===== config.mk =====
export PLATFORM = sky130hd
export DESIGN_NAME = buffer_if_id_flat
export DESIGN_NICKNAME = d
export VERILOG_FILES = /design/src/rtl/buffer_if_id_if.sv /design/src/rtl/buffer_if_id.sv /design/src/flat_wrapper.sv
export SDC_FILE = /design/constraint.sdc
export NUM_CORES = 1
export LEC_CHECK = 0
export ABC_AREA = 1
export CORE_MARGIN = 2
export CORE_UTILIZATION = 30
export CTS_CLUSTER_SIZE = 20
export DETAILED_ROUTE_END_ITERATION = 10
export DONT_BUFFER_PORTS = 1
export PLACE_DENSITY = 0.5
export REMOVE_ABC_BUFFERS = 1
export SYNTH_ARGS = -nofsm -noshare
export SYNTH_HDL_FRONTEND = slang
export SYNTH_SLANG_ARGS = --single-unit

===== constraint.sdc =====
create_clock -name clk -period 1.6 [get_ports clk]
set_input_delay 0.16 -clock clk [delete_from_list [all_inputs] [get_ports clk]]
set_output_delay 0.16 -clock clk [all_outputs]
set_load 0.005 [all_outputs]

===== src/rtl/buffer_if_id_if.sv =====
// Word bus between pipeline stages: instruction, PC+4 and a valid/ready handshake.
// The master drives the word and valid; the slave answers with ready.
interface buffer_if_id_if #(
   parameter int DATA_WIDTH = 32,
   parameter int ADDR_WIDTH = 32
);
   logic [DATA_WIDTH-1:0] instruction;
   logic [ADDR_WIDTH-1:0] pc_plus4;
   logic                  valid;
   logic                  ready;

   modport master (output instruction, output pc_plus4, output valid, input ready);
   modport slave  (input instruction, input pc_plus4, input valid, output ready);
endinterface


===== src/rtl/buffer_if_id.sv =====
// IF/ID pipeline register with a 2-entry skid buffer, flush-to-NOP and a
// saturating counter of cycles where fetch was held off.
module buffer_if_id #(
   parameter int DATA_WIDTH = 32,
   parameter int ADDR_WIDTH = 32,
   parameter int CNT_WIDTH  = 16
) (
   input  logic                 clk,
   input  logic                 reset,
   buffer_if_id_if.slave        fetch_if,
   buffer_if_id_if.master       dec_if,
   input  logic                 i_flush,
   output logic [CNT_WIDTH-1:0] o_stall_count
);
   typedef enum logic [1:0] {EMPTY, BUSY, FULL} state_t;

   state_t                state_q, state_d;
   logic [DATA_WIDTH-1:0] main_instr_q, main_instr_d;
   logic [ADDR_WIDTH-1:0] main_pc_q, main_pc_d;
   logic [DATA_WIDTH-1:0] skid_instr_q, skid_instr_d;
   logic [ADDR_WIDTH-1:0] skid_pc_q, skid_pc_d;
   logic [CNT_WIDTH-1:0]  stall_q, stall_d;

   logic ready_int;
   logic valid_int;
   logic in_xfer;
   logic out_xfer;

   // Ready comes from registered state only, so decode back-pressure never
   // forms a combinational path into the fetch stage.
   assign ready_int = (state_q != FULL);
   assign valid_int = (state_q != EMPTY);
   assign in_xfer   = fetch_if.valid && ready_int;
   assign out_xfer  = valid_int && dec_if.ready;

   always_comb begin
      state_d      = state_q;
      main_instr_d = main_instr_q;
      main_pc_d    = main_pc_q;
      skid_instr_d = skid_instr_q;
      skid_pc_d    = skid_pc_q;
      stall_d      = stall_q;

      unique case (state_q)
         EMPTY: begin
            if (in_xfer) begin
               main_instr_d = fetch_if.instruction;
               main_pc_d    = fetch_if.pc_plus4;
               state_d      = BUSY;
            end
         end
         BUSY: begin
            if (in_xfer && out_xfer) begin
               main_instr_d = fetch_if.instruction;
               main_pc_d    = fetch_if.pc_plus4;
            end else if (in_xfer) begin
               skid_instr_d = fetch_if.instruction;
               skid_pc_d    = fetch_if.pc_plus4;
               state_d      = FULL;
            end else if (out_xfer) begin
               state_d = EMPTY;
            end
         end
         FULL: begin
            if (out_xfer) begin
               main_instr_d = skid_instr_q;
               main_pc_d    = skid_pc_q;
               state_d      = BUSY;
            end
         end
         default: state_d = EMPTY;
      endcase

      // A redirect kills everything held, including a word arriving this edge.
      if (i_flush) begin
         state_d      = EMPTY;
         main_instr_d = '0;
         main_pc_d    = '0;
         skid_instr_d = '0;
         skid_pc_d    = '0;
      end

      if (fetch_if.valid && !ready_int && (stall_q != {CNT_WIDTH{1'b1}}))
         stall_d = stall_q + CNT_WIDTH'(1);
   end

   always_ff @(posedge clk) begin
      if (reset) begin
         state_q      <= EMPTY;
         main_instr_q <= '0;
         main_pc_q    <= '0;
         skid_instr_q <= '0;
         skid_pc_q    <= '0;
         stall_q      <= '0;
      end else begin
         state_q      <= state_d;
         main_instr_q <= main_instr_d;
         main_pc_q    <= main_pc_d;
         skid_instr_q <= skid_instr_d;
         skid_pc_q    <= skid_pc_d;
         stall_q      <= stall_d;
      end
   end

   // An empty buffer presents an all-zero word, which decodes as sll $0,$0,0.
   assign fetch_if.ready     = ready_int;
   assign dec_if.valid       = valid_int;
   assign dec_if.instruction = valid_int ? main_instr_q : '0;
   assign dec_if.pc_plus4    = valid_int ? main_pc_q : '0;
   assign o_stall_count      = stall_q;
endmodule

===== src/flat_wrapper.sv =====
// flat-port wrapper written by rule: the top's interface ports become plain ports
module buffer_if_id_flat 
#(
   parameter int DATA_WIDTH = 32,
   parameter int ADDR_WIDTH = 32,
   parameter int CNT_WIDTH  = 16
)
  (clk, reset, i_flush, o_stall_count, fetch_if_instruction, fetch_if_pc_plus4, fetch_if_valid, fetch_if_ready, dec_if_instruction, dec_if_pc_plus4, dec_if_valid, dec_if_ready);
  buffer_if_id_if #(.DATA_WIDTH(DATA_WIDTH), .ADDR_WIDTH(ADDR_WIDTH)) fetch_if_i ();
  buffer_if_id_if #(.DATA_WIDTH(DATA_WIDTH), .ADDR_WIDTH(ADDR_WIDTH)) dec_if_i ();
  input  logic clk;
  input  logic reset;
  input  logic i_flush;
  output logic [CNT_WIDTH-1:0] o_stall_count;
  input wire logic [$bits(fetch_if_i.instruction)-1:0] fetch_if_instruction;
  input wire logic [$bits(fetch_if_i.pc_plus4)-1:0] fetch_if_pc_plus4;
  input wire logic [$bits(fetch_if_i.valid)-1:0] fetch_if_valid;
  output wire logic [$bits(fetch_if_i.ready)-1:0] fetch_if_ready;
  output wire logic [$bits(dec_if_i.instruction)-1:0] dec_if_instruction;
  output wire logic [$bits(dec_if_i.pc_plus4)-1:0] dec_if_pc_plus4;
  output wire logic [$bits(dec_if_i.valid)-1:0] dec_if_valid;
  input wire logic [$bits(dec_if_i.ready)-1:0] dec_if_ready;
  assign fetch_if_i.instruction = fetch_if_instruction;
  assign fetch_if_i.pc_plus4 = fetch_if_pc_plus4;
  assign fetch_if_i.valid = fetch_if_valid;
  assign fetch_if_ready = fetch_if_i.ready;
  assign dec_if_instruction = dec_if_i.instruction;
  assign dec_if_pc_plus4 = dec_if_i.pc_plus4;
  assign dec_if_valid = dec_if_i.valid;
  assign dec_if_i.ready = dec_if_ready;
  buffer_if_id #(.DATA_WIDTH(DATA_WIDTH), .ADDR_WIDTH(ADDR_WIDTH), .CNT_WIDTH(CNT_WIDTH)) u_core (.clk(clk), .reset(reset), .fetch_if(fetch_if_i), .dec_if(dec_if_i), .i_flush(i_flush), .o_stall_count(o_stall_count));
endmodule

After elaboration in Yosys (flattened, before gate mapping)
Cells that the tools add are included.
Storage, ports and cells
  output and inout bits: 82
  register bits: 146
  word-level logic and storage cells: 46
  input bits: 69
Cells by class
  bitwise logic cells: 1
  eq/ne operators: 9
  reductions and logical operators: 13
  $add $sub $neg: 1
  mux-type cells: 16
Operators with widths (count)
  32-bit two-way mux: 8
  32-bit one-hot mux with 3 select lines: 2
  16-bit by 1-bit adder with 16-bit output (second input constant): 1
  16-bit inequality test (second input constant): 1
  2-bit two-way mux: 5
  4-bit AND reduction: 2
  2-bit by 1-bit inequality test with 1-bit output (second input constant): 3
  2-bit one-hot mux with 3 select lines: 1
  1-bit logical AND: 5
  2-bit inequality test (second input constant): 2
  3-bit by 1-bit inequality test with 1-bit output (second input constant): 1
  3-bit AND reduction: 1
  3-bit nonzero test: 1
  2-bit by 1-bit == test with 1-bit output (second input constant): 1
  2-bit == test (second input constant): 1
  2-bit logical NOT: 1
  2-bit nonzero test: 1
  2-bit OR reduction: 1
  1-bit logical NOT: 1
  1-bit NOT: 1

Depth between registers and ports, before layout
  depth after elaboration: 6
  mapped depth: 11
  depth with buffers taken out: 10

Least setup slack after synthesis
No wires, ideal clock.
  path kind: reg-to-reg
  start point: reg u_core.stall_q[0] (netlist: u_core.o_stall_count[0])
  end point: reg u_core.stall_q[10] (netlist: u_core.o_stall_count[10])
  arrival: 1.284 ns
  buffers on the path: 1
  setup time: 0.115 ns
  stages on the path, launching flop included: 10
  clock period less this slack: 1.399 ns
  required time: 1.485 ns
  slack: 0.201 ns
  cells stage by stage: dfxtp_1 > ha_1 > nand2_1 > nor2_1 > nand2_1 > inv_1 > nand2_1 > buf_2 > a21oi_1 > nor2_1
Between the ends
  longest elaborated chain between the ends: 2
  elaborated cells on any way between the ends: 3
  those cells by class: add/sub: 1; eq/ne: 1; reduce/logical: 1
Ends and longest elaborated chain
  start, declared: RTL line buffer_if_id.sv:22  | logic [CNT_WIDTH-1:0] stall_q, stall_d;
  start signal, assigned: RTL line buffer_if_id.sv:101  | stall_q <= stall_d;
  parallel branches: the longest is 2 deep, another holds 16-bit by 1-bit adder with 16-bit output
Several ways; the timed one is not identified.
A chain may end at the register's enable or synchronous reset.

Final worst setup path
  start point: reg u_core.state_q[0]
  end point: out dec_if_pc_plus4[27]
Between the ends
  longest elaborated chain between the ends: 2
Ends and longest elaborated chain
  start, declared: RTL line buffer_if_id.sv:17  | state_t state_q, state_d;
  start signal, assigned: RTL line buffer_if_id.sv:96  | state_q <= state_d;
  2-bit nonzero test: RTL line buffer_if_id.sv:32  | assign valid_int = (state_q != EMPTY);
  32-bit two-way mux: RTL line buffer_if_id.sv:109  | assign dec_if.pc_plus4 = valid_int ? main_pc_q : '0;
  end, declared: RTL line flat_wrapper.sv:20  | output wire logic [$bits(dec_if_i.pc_plus4)-1:0] dec_if_pc_plus4;
No other way between the ends.

==> flow_metrics.py <==
metrics = {
    "sta": {
        "setup_viol": 0,
        "rsz0062_at_grt": "true",
        "hold_viol": 0,
        "skew_ns": 0.00906,
        "fin_crit_ns": 1.57,
        "fin_ws_ns": 0.0344,
        "slew_headroom_pct": 64.0,
        "clock.fmax_mhz": 639,
        "tns_ns": 0,
        "worstMarginPinSlew_ns": 0.540,
        "slew_violations": 0,
        "post-route-period-util_pct": 97.9,
    },
    "critical_path": {
        "start_kind": "flip-flop",
        "arrival_ns": 1.41,
        "crit_family": "flip-flops",
        "crit_path_max_fanout": 8,
        "rrSetupSlack_ns": 0.07,
        "cp.required_ns": 1.44,
        "critPathBufInv": 2,
        "criticalPathCategory": "reg2out",
        "worstSetupEndpointType": "output pin",
        "crit_slowest_cell": "dfxtp_2",
        "critPathMaxStageDelay_ns": 0.36,
        "cp_cell_sequence": "nor2_4, buf_12, buf_6, nor2_1",
    },
    "min_path": {
        "holdCritPathClass": "in2reg",
    },
    "layout": {
        "diodes": 0,
        "seq_area_mm2": 0.00293,
        "multiInputGateArea_mm2": 0.00290,
        "drive_gt1_share_pct": 10.6,
        "fin_nets": 1100,
        "area_delta_synth_final_pct": 32.1,
        "num-fill-cells": 2235,
    },
    "routing": {
        "vias": 6214,
        "drt_first_pass_iters": 5,
        "drc": 0,
        "ant_nets": 0,
        "initialDrtViolationCount": 233,
        "wire_per_inst_um": 15.3,
        "vias_per_cell": 4.73,
        "routed_wl_um": 20100,
    },
    "die": {
        "coreArea_mm2": 0.0211,
        "die_w_um": 151,
        "start_util_pct": 30.6,
        "ioPinCount": 151,
        "rows": 53,
        "die_y_um": 151,
        "die_area_mm2": 0.0227,
    },
    "clock_network": {
        "cts_tree": "yes",
        "cts_root_buf": "clkbuf_16",
        "clock_latency_ns": 0.41,
        "clock_sinks": 146,
        "clk_pin_slew_ns": 0.06,
        "cts_buffers": 17,
        "htree_levels": 4,
        "clk_path_buf_depth": 2,
    },
    "synth": {
        "synth_top_area_cell": "dfxtp_1",
        "ys_ff_latch": 146,
        "netlist_area_mm2": 0.00646,
        "yosysSeqAreaShare_pct": 45.2,
        "syn_inst": 951,
        "netlist.area_leader.share_pct": 45.2,
        "synth_cell_types": 24,
        "synth_warnings": 0,
        "synth.area.top_cells": "dfxtp_1 45%, nor2_1 11%, o21ai_0 8.8%",
        "syn_avg_cell_area_um2": 6.80,
    },
    "run_status": {
        "run_status": "complete, no violations",
    },
    "grt": {
        "grt_pass1_wl_um": 29400,
        "grt-ovfl-total": 0,
        "grt_use_total_pct": 16.3,
        "grt_pass1_vias": 5672,
        "grt_max_degree": 67,
        "antenna_found_initial": 0,
    },
    "power": {
        "power_frac_clock_pct": 46.7,
        "combPwrFrac_pct": 8.9,
        "seqPwrFrac_pct": 44.4,
        "p_total_w": 0.00848,
        "peakVddDrop_mv": 0.567,
        "leakage_nw": 3.17,
        "switchingPower_w": 0.00199,
        "internal_power_w": 0.00649,
        "powerDensity_mw_per_mm2": 993,
        "p_sw_share_pct": 23.5,
    },
    "flow_run": {
        "cap_violations": 0,
    },
    "placement": {
        "io_buffers": 0,
        "gp_congestion": 0.817,
        "pre_cts_slack_ns": 0.0335,
        "hpwl_um": 11500,
    },
}
==> flip-flops by register name (all words and copies together), names as in the netlist <==
signal / flops
u_core.o_stall_count: 16
u_core.skid_instr_q: 32
u_core.state_q: 2
u_core.main_instr_q: 32
u_core.main_pc_q: 32
u_core.skid_pc_q: 32
==> logic make-up after synthesis <==
kind of cell | Yosys count | synth area share (%)
AND/OR/NAND/NOR | 373 | 23.2
AO/OA/AOI/OAI | 251 | 20.3
buffers and inverters | 180 | 11.1
flip-flops | 146 | 45.2
adder cells (fa/ha/maj) | 1 | 0.194
==> repair_timing <==
item,in CTS,in global routing
gates resized for setup,5,17
setup endpoints to repair,15,84
pin swaps,0,4
buffers inserted,0,5
endpoints found under the hold margin,106,0
cloned,0,6
hold buffers,69,0
==> stage by stage <==
stage	instance area [um^2]	std cells	util [%]	hold slack (ns)
CTS	8300	1304	39.3	0.0107
finish	8540	1315	40.5	0.0352
detailed placement	7020	1206	33.3	0.235
global placement	7020	1206	33.3	0.234
global route	8540	1315	40.5	0.0512
floorplan	6170	884	-	0.232
==> power by group through the flow <==
| stage | logic, W | clock network, W | registers [W] |
|---|---|---|---|
| floorplan | 0.000351 | 0 | 0.00383 |
| global placement | 0.000515 | 0 | 0.00384 |
| detailed placement | 0.000517 | 0 | 0.00384 |
| CTS | 0.000674 | 0.00408 | 0.00376 |
| global route | 0.000841 | 0.00424 | 0.00377 |
| finish | 0.000754 | 0.00396 | 0.00376 |
==> final cells by class <==
class	count	share of cell area (%)
Sequential cell	146	34.3
Multi-Input combinational cell	625	34.0
Timing Repair Buffer	127	16.0
Clock buffer	20	5.11
Inverter	113	4.97
Tap cell	275	4.03
Clock inverter	9	1.60
==> routing by layer <==
layer | routed length, um | share of wire, % | GRT usage, %
met5 | 0 | 0 | 0
met4 | 165 | 0.82 | 5.28
met3 | 1360 | 6.7 | 3.95
met2 | 9130 | 45 | 26.4
met1 | 9480 | 47 | 21.3
==> worst reg2reg max path, delay by kind of cell (launching register included) <==
kind | cells | cell delay (ns)
buffers and inverters | 2 | 0.68
DFF | 1 | 0.40
and+or+nand+nor | 3 | 0.39
==> path summary, 6_finish.rpt <==
path,start,endpoint,cells past startpoint
worst max-delay path,u_core.state_q[0],dec_if_pc_plus4[27],4
worst min-delay path,fetch_if_instruction[22],u_core.main_instr_q[22],4
worst max register to register,u_core.state_q[0],u_core.state_q[1],5
worst min register to register,u_core.skid_instr_q[23],u_core.skid_instr_q[23],2
==> synth_stat cells (all sizes together) <==
cell type  instances
nor2             197
o21ai            155
dfxtp            146
nand2            121
inv              113
a21oi             57
nand3             50
a31oi             39
clkbuf            34
buf               33
nand4              2
ha                 1
nor3               1
nor4               1
or2                1
==> layout by cell type (no fill, tap or decap), drive strengths merged, types with 3 or more instances in the layout <==
cell and n:
clkinv 4, bufinv 3, a21oi 57, o21ai 155
dfxtp 146, inv 113, nor2 197, nand2 121
buf 54, clkbuf 24, a31oi 39, nand3 50
dlygate4sd3 69
No activity file was read; power rests on OpenSTA's default activity.
